===== config.mk =====
export PLATFORM = sky130hd
export DESIGN_NAME = my_nco_phase_det
export DESIGN_NICKNAME = d
export VERILOG_FILES = /design/src/rtl/my_nco_pkg.sv /design/src/rtl/my_nco_cordic_stage.sv /design/src/rtl/my_nco_phase_det.sv
export SDC_FILE = /design/constraint.sdc
export NUM_CORES = 1
export LEC_CHECK = 0
export ABC_AREA = 1
export CAP_MARGIN = 10
export CELL_PAD_IN_SITES_DETAIL_PLACEMENT = 0
export CELL_PAD_IN_SITES_GLOBAL_PLACEMENT = 1
export CORE_MARGIN = 2
export CORE_UTILIZATION = 45
export DETAILED_ROUTE_END_ITERATION = 10
export PLACE_DENSITY_LB_ADDON = 0.1
export SLEW_MARGIN = 30
export SYNTH_ARGS = -nofsm -noshare
export SYNTH_HDL_FRONTEND = slang
export SYNTH_SLANG_ARGS = --single-unit

===== constraint.sdc =====
create_clock -name clk -period 6.6 [get_ports clk]
set_clock_uncertainty 0.15 [all_clocks]
set_input_delay 1.32 -clock clk [delete_from_list [all_inputs] [get_ports clk]]
set_output_delay 1.32 -clock clk [all_outputs]
set_load 0.01 [all_outputs]

===== src/rtl/my_nco_pkg.sv =====
// Shared types and constants for the NCO phase detector (CORDIC vectoring).
// Latency: n/a (package only).
// Backpressure: n/a (package only).
//
// Contents: FSM state type, atan(2^-k) table at 2^32 per turn for k=0..15,
// and a helper that rescales a table entry to any phase word width.
package my_nco_pkg;

  typedef enum logic [1:0] {
    IDLE   = 2'd0,
    PREROT = 2'd1,
    ITER   = 2'd2,
    DONE   = 2'd3
  } nco_state_t;

  localparam int ATAN_N = 16;

  // Fraction bits carried below the phase LSB inside the angle accumulator,
  // so that rounding of the table entries does not pile up over iterations.
  localparam int GUARD_W = 4;

  // atan(2^-k) / (2*pi) * 2^32, rounded.
  localparam logic [31:0] ATAN_TAB [ATAN_N] = '{
    32'h2000_0000, 32'h12E4_051E, 32'h09FB_385B, 32'h0511_11D4,
    32'h028B_0D43, 32'h0145_D7E1, 32'h00A2_F61E, 32'h0051_7C55,
    32'h0028_BE53, 32'h0014_5F2F, 32'h000A_2F98, 32'h0005_17CC,
    32'h0002_8BE6, 32'h0001_45F3, 32'h0000_A2FA, 32'h0000_517D
  };

  // Table entry k rescaled (with rounding) to a w-bit-per-turn angle word.
  function automatic logic [31:0] atan_lut(input logic [3:0] k, input int w);
    logic [32:0] t;
    if (w >= 32) return ATAN_TAB[k];
    t = {1'b0, ATAN_TAB[k]} + (33'd1 << (31 - w));
    return 32'(t >> (32 - w));
  endfunction

endpackage


===== src/rtl/my_nco_cordic_stage.sv =====
// One CORDIC vectoring micro-rotation, purely combinational.
// Latency: 0 cycles.
// Backpressure: none; the caller decides when to register the result.
//
// Ports: x_i/y_i signed vector, z_i accumulated angle, k_i iteration index;
//        x_o/y_o/z_o rotated vector and updated angle.
module my_nco_cordic_stage
  import my_nco_pkg::*;
#(
  parameter int xw = 16,
  parameter int zw = 20
) (
  input  logic signed [xw-1:0] x_i,
  input  logic signed [xw-1:0] y_i,
  input  logic        [zw-1:0] z_i,
  input  logic        [3:0]    k_i,
  output logic signed [xw-1:0] x_o,
  output logic signed [xw-1:0] y_o,
  output logic        [zw-1:0] z_o
);

  logic signed [xw-1:0] x_sh;
  logic signed [xw-1:0] y_sh;
  logic        [zw-1:0] ang;

  always_comb begin
    x_sh = x_i >>> k_i;
    y_sh = y_i >>> k_i;
    ang  = zw'(atan_lut(k_i, zw));
    // Rotate toward y=0; the angle accumulator wraps naturally at 2^zw.
    if (!y_i[xw-1]) begin
      x_o = x_i + y_sh;
      y_o = y_i - x_sh;
      z_o = z_i + ang;
    end else begin
      x_o = x_i - y_sh;
      y_o = y_i + x_sh;
      z_o = z_i - ang;
    end
  end

endmodule


===== src/rtl/my_nco_phase_det.sv =====
// Recovers phase (atan2) of a sin/cos sample pair and the phase step between samples.
// Latency: niter+2 enabled cycles from acceptance to out_valid; one sample per niter+3.
// Backpressure: in_ready high only in IDLE; no input buffering, in_valid ignored while busy.
//
// Ports: clk, reset_n (async, active-low), clken (global hold), in_valid/in_ready,
//        fsin_i/fcos_i (mpr-bit signed), phase_o/freq_o (aprp-bit, full word = one turn),
//        out_valid (result pulse), freq_valid (out_valid once a previous phase exists).
module my_nco_phase_det
  import my_nco_pkg::*;
#(
  parameter int mpr   = 14,
  parameter int aprp  = 16,
  parameter int niter = 14   // valid range 8..aprp-2
) (
  input  logic            clk,
  input  logic            reset_n,
  input  logic            clken,
  input  logic            in_valid,
  output logic            in_ready,
  input  logic [mpr-1:0]  fsin_i,
  input  logic [mpr-1:0]  fcos_i,
  output logic [aprp-1:0] phase_o,
  output logic [aprp-1:0] freq_o,
  output logic            out_valid,
  output logic            freq_valid
);

  localparam int XW = mpr + 2;
  localparam int GW = GUARD_W;
  localparam int ZW = aprp + GW;

  localparam logic [ZW-1:0] Z_HALF_TURN = ZW'(1) << (ZW - 1);
  localparam logic [ZW-1:0] Z_RND       = ZW'(1) << (GW - 1);
  localparam logic [3:0]    K_LAST      = 4'(niter - 1);

  nco_state_t state_q, state_d;
  logic [3:0]           k_q, k_d;
  logic signed [XW-1:0] x_q, x_d;
  logic signed [XW-1:0] y_q, y_d;
  logic [ZW-1:0]        z_q, z_d;
  logic                 zero_q, zero_d;
  logic [aprp-1:0]      phase_q, phase_d;
  logic [aprp-1:0]      freq_q, freq_d;
  logic [aprp-1:0]      prev_q, prev_d;
  logic                 have_prev_q, have_prev_d;
  logic                 out_valid_q, out_valid_d;
  logic                 freq_valid_q, freq_valid_d;

  logic signed [XW-1:0] x_nxt;
  logic signed [XW-1:0] y_nxt;
  logic [ZW-1:0]        z_nxt;
  logic [aprp-1:0]      phase_rnd;

  my_nco_cordic_stage #(
    .xw (XW),
    .zw (ZW)
  ) u_stage (
    .x_i (x_q),
    .y_i (y_q),
    .z_i (z_q),
    .k_i (k_q),
    .x_o (x_nxt),
    .y_o (y_nxt),
    .z_o (z_nxt)
  );

  // Drop the guard bits with round-to-nearest; wraps modulo one turn.
  assign phase_rnd = aprp'((z_q + Z_RND) >> GW);

  always_comb begin
    state_d      = state_q;
    k_d          = k_q;
    x_d          = x_q;
    y_d          = y_q;
    z_d          = z_q;
    zero_d       = zero_q;
    phase_d      = phase_q;
    freq_d       = freq_q;
    prev_d       = prev_q;
    have_prev_d  = have_prev_q;
    out_valid_d  = out_valid_q;
    freq_valid_d = freq_valid_q;

    if (clken) begin
      out_valid_d  = 1'b0;
      freq_valid_d = 1'b0;
      unique case (state_q)
        IDLE: begin
          if (in_valid) begin
            // Widen before any negation so the most negative input survives.
            x_d     = {{2{fcos_i[mpr-1]}}, fcos_i};
            y_d     = {{2{fsin_i[mpr-1]}}, fsin_i};
            // A (0,0) vector has no angle; report 0 instead of the CORDIC residue.
            zero_d  = (fcos_i == '0) && (fsin_i == '0);
            state_d = PREROT;
          end
        end
        PREROT: begin
          // Fold the left half-plane onto the right so the iterations converge.
          if (x_q[XW-1]) begin
            x_d = -x_q;
            y_d = -y_q;
            z_d = Z_HALF_TURN;
          end else begin
            z_d = '0;
          end
          k_d     = '0;
          state_d = ITER;
        end
        ITER: begin
          x_d = x_nxt;
          y_d = y_nxt;
          z_d = z_nxt;
          if (k_q == K_LAST) begin
            k_d     = '0;
            state_d = DONE;
          end else begin
            k_d = k_q + 4'd1;
          end
        end
        DONE: begin
          phase_d      = zero_q ? '0 : phase_rnd;
          freq_d       = phase_d - prev_q;
          prev_d       = phase_d;
          out_valid_d  = 1'b1;
          freq_valid_d = have_prev_q;
          have_prev_d  = 1'b1;
          state_d      = IDLE;
        end
        default: state_d = IDLE;
      endcase
    end
  end

  always_ff @(posedge clk or negedge reset_n) begin
    if (!reset_n) begin
      state_q      <= IDLE;
      k_q          <= '0;
      x_q          <= '0;
      y_q          <= '0;
      z_q          <= '0;
      zero_q       <= 1'b0;
      phase_q      <= '0;
      freq_q       <= '0;
      prev_q       <= '0;
      have_prev_q  <= 1'b0;
      out_valid_q  <= 1'b0;
      freq_valid_q <= 1'b0;
    end else begin
      state_q      <= state_d;
      k_q          <= k_d;
      x_q          <= x_d;
      y_q          <= y_d;
      z_q          <= z_d;
      zero_q       <= zero_d;
      phase_q      <= phase_d;
      freq_q       <= freq_d;
      prev_q       <= prev_d;
      have_prev_q  <= have_prev_d;
      out_valid_q  <= out_valid_d;
      freq_valid_q <= freq_valid_d;
    end
  end

  assign in_ready   = (state_q == IDLE);
  assign phase_o    = phase_q;
  assign freq_o     = freq_q;
  assign out_valid  = out_valid_q;
  assign freq_valid = freq_valid_q;

endmodule


==> flow_metrics.py <==
metrics = {
    "logic_synthesis": {
        "synth-edff-count": 0,
        "syn_area_um2": 11100,
        "synth_area_leaders": "dfrtp_1 21%, nand2_1 15%, ha_1 9.3%",
        "synth_ff_type": "dfrtp_1",
        "ys_warn_count": 0,
        "async_reset_ff_share_pct": 100,
        "synth_top_area_share_pct": 21.1,
        "synth_cell_types": 59,
        "synth-seq-cells": 94,
        "yosysSeqAreaShare_pct": 21.1,
        "synthesis.nets": 1870,
        "netlist_instances": 1751,
        "yosys.area.top_type": "dfrtp_1",
        "synth.avg_cell_area_um2": 6.36,
    },
    "die": {
        "core_region_area_um2": 24300,
        "die_height_um": 161,
        "dieArea_um2": 26000,
        "core.rowCount": 57,
        "initial_core_util_pct": 45.8,
        "fp.dieW_um": 161,
        "io_pins": 67,
    },
    "final_layout": {
        "multi_input_area_um2": 7620,
        "drive_gt1_share_pct": 6.00,
        "diodes": 0,
        "area_growth_pct": 9.86,
        "final_nets": 1898,
        "regArea_um2": 2350,
        "fill_cells": 2565,
    },
    "min_path": {
        "hold_class": "flop to flop",
    },
    "critical_path": {
        "endpoint_kind": "flop",
        "worstSetupStartpointType": "flop",
        "crit_type": "flop to flop",
        "slowest_stage": "dfrtp_1",
        "crit_fanout": 29,
        "crit_required_ns": 6.68,
        "cpMostUsedCell": "nand2_2",
        "critPathMaxStageDelay_ns": 0.82,
        "cp.arrival_ns": 5.42,
    },
    "clock_tree": {
        "cts_hold_repair.buffers": 0,
        "postCtsSetupBuffers": 0,
        "insertion_delay_ns": 0.37,
        "cts_buffer_depth": 2,
        "root_buffer": "clkbuf_16",
        "numCtsBuffers": 9,
        "post_cts_resized": 0,
        "clkTransAtPathRegs_ns": 0.08,
        "htree_levels": 3,
        "cts_tree": "done",
        "clock_sinks": 94,
    },
    "sta": {
        "worstMarginPinSlew_ns": 0.765,
        "finalHoldViolCount": 0,
        "relSlewSlack_pct": 49.0,
        "period_share_pct": 80.9,
        "rsz0062_at_grt": "false",
        "tns_ns": 0,
        "slew_violations": 0,
        "final-setup-viol-count": 0,
        "clock.fmax_mhz": 187,
        "min_period_ns": 5.34,
    },
    "global_route": {
        "grt_pass1_wl_mm": 58.4,
        "grt_pass1_vias": 11100,
        "grt_overflow": 0,
        "antenna_found_initial": 0,
        "grt_max_degree": 56,
        "grt_usage_pct": 28.0,
    },
    "place": {
        "port_buffers": 66,
        "dp_hpwl_mm": 28.3,
        "gp_congestion": 0.945,
    },
    "route": {
        "dr.pass1.iters": 5,
        "wl_per_cell_um": 17.3,
        "drc": 0,
        "vias_per_cell": 5.60,
        "via_count": 11800,
        "postRouteAntennaNets": 0,
        "drtIter0Drc": 767,
        "drt-total-wl_mm": 36.4,
    },
    "run_status": {
        "status": "finished clean",
    },
    "flow_run": {
        "drv_cap": 0,
    },
}
-- metrics by stage --
step           util [%]  area, um^2  worst slack, ns  hold slack (ns)  instances
2_1_floorplan         -       11100             2.20            0.273       1751
3_3_place_gp       49.1       11900             1.46            0.290       2092
3_5_place_dp       49.1       11900             1.36            0.292       2092
4_1_cts            50.3       12200             1.32            0.314       2108
5_1_grt            50.3       12200            0.862            0.351       2108
6_report           50.3       12200             1.26            0.310       2108
-- per-layer routing --
| metal | vias to the layer above | share of wire, % | global-route usage [%] |
|---|---|---|---|
| li1 | 5944 | - | - |
| met1 | 5511 | 43 | 35.1 |
| met2 | 276 | 51 | 50.7 |
| met3 | 66 | 3.2 | 2.36 |
| met4 | 0 | 2.8 | 9.01 |
| met5 | - | 0 | 0 |
-- worst max-delay path, delay by kind of cell, from the launching register on --
kind            cells  cell delay, ns
simple gates       17            2.43
flops               1            0.82
buf+inv             5            0.75
fa+ha+maj           3            0.73
compound gates      3            0.24
xor+xnor            1            0.08
-- registers in the layout, summed over array words and instances (netlist names) --
| register | cells |
|---|---|
| freq_o | 16 |
| z_q | 20 |
| out_valid | 1 |
| zero_q | 1 |
| state_q | 2 |
| have_prev_q | 1 |
| prev_q | 16 |
| y_q | 16 |
| x_q | 16 |
| freq_valid | 1 |
| k_q | 4 |
-- cells in the mapped netlist, types with 4 or more instances --
cell      count
nor2_2       14
nand3_1     165
dfrtp_1      94
nor3_1       24
inv_1       197
buf_2        10
nor4_1       12
or2_2         4
nor2_1      110
nor2_4        6
o31ai_1      12
buf_6        12
a31oi_1      16
xnor2_1      20
ha_1         83
nand4_1      23
o211ai_1     20
xor2_1       35
clkbuf_1     30
buf_1         4
fa_1          4
inv_2         7
nand2_4       7
nand3_2       6
a21o_1        4
o21ai_1       8
o21ai_0     173
o22ai_1      16
nand2_1     441
o21a_1        6
buf_4         6
a21oi_1     119
nand2_2      18
-- final timing paths --
kind,start,endpoint,slack (ns),cells after the start
worst max-delay path,k_q[3],z_q[18],1.26,29
worst min-delay path,have_prev_q,have_prev_q,0.31,2
worst max register to register,k_q[3],z_q[18],1.26,29
worst min register to register,have_prev_q,have_prev_q,0.31,2
max in group asynchronous,reset_n,x_q[14],4.33,2
min in group asynchronous,reset_n,freq_o[2],0.78,1
-- layout make-up --
class,instances,share of cell area [%]
timing repair buffer,80,6.24
multi-input combinational,1385,62.3
tap,324,3.31
clock buffer,9,1.84
inverter,209,6.47
sequential,94,19.2
clock inverter,7,0.603
-- cell families (layout without fill, tap and decap cells) --
kind of cell / count (synthesis) / after routing / share of synthesized area, %
and+or+nand+nor: 837 / 837 / 33.4
AOI/OAI and AO/OA: 403 / 403 / 20.3
buffers and inverters: 272 / 305 / 10.5
DFF: 94 / 94 / 21.1
adders and majority gates: 87 / 87 / 10.0
xor gates and xnor gates: 55 / 55 / 4.33
muxes: 3 / 3 / 0.292
-- cells in the final DEF, fill, tap and decap left out, types with 23 or more instances in the layout --
cell type / netlist / layout
nor2_1: 110 / 110
dfrtp_1: 94 / 94
nand3_1: 165 / 165
nand2_1: 441 / 441
ha_1: 83 / 83
inv_1: 197 / 197
a21oi_1: 119 / 118
clkdlybuf4s50_1: 0 / 65
nor3_1: 24 / 24
nand4_1: 23 / 23
o21ai_0: 173 / 173
xor2_1: 35 / 35
Power is left out: the tool's default activity adds up to more than one toggle a clock period on the data nets, which glitch-free logic cannot reach.
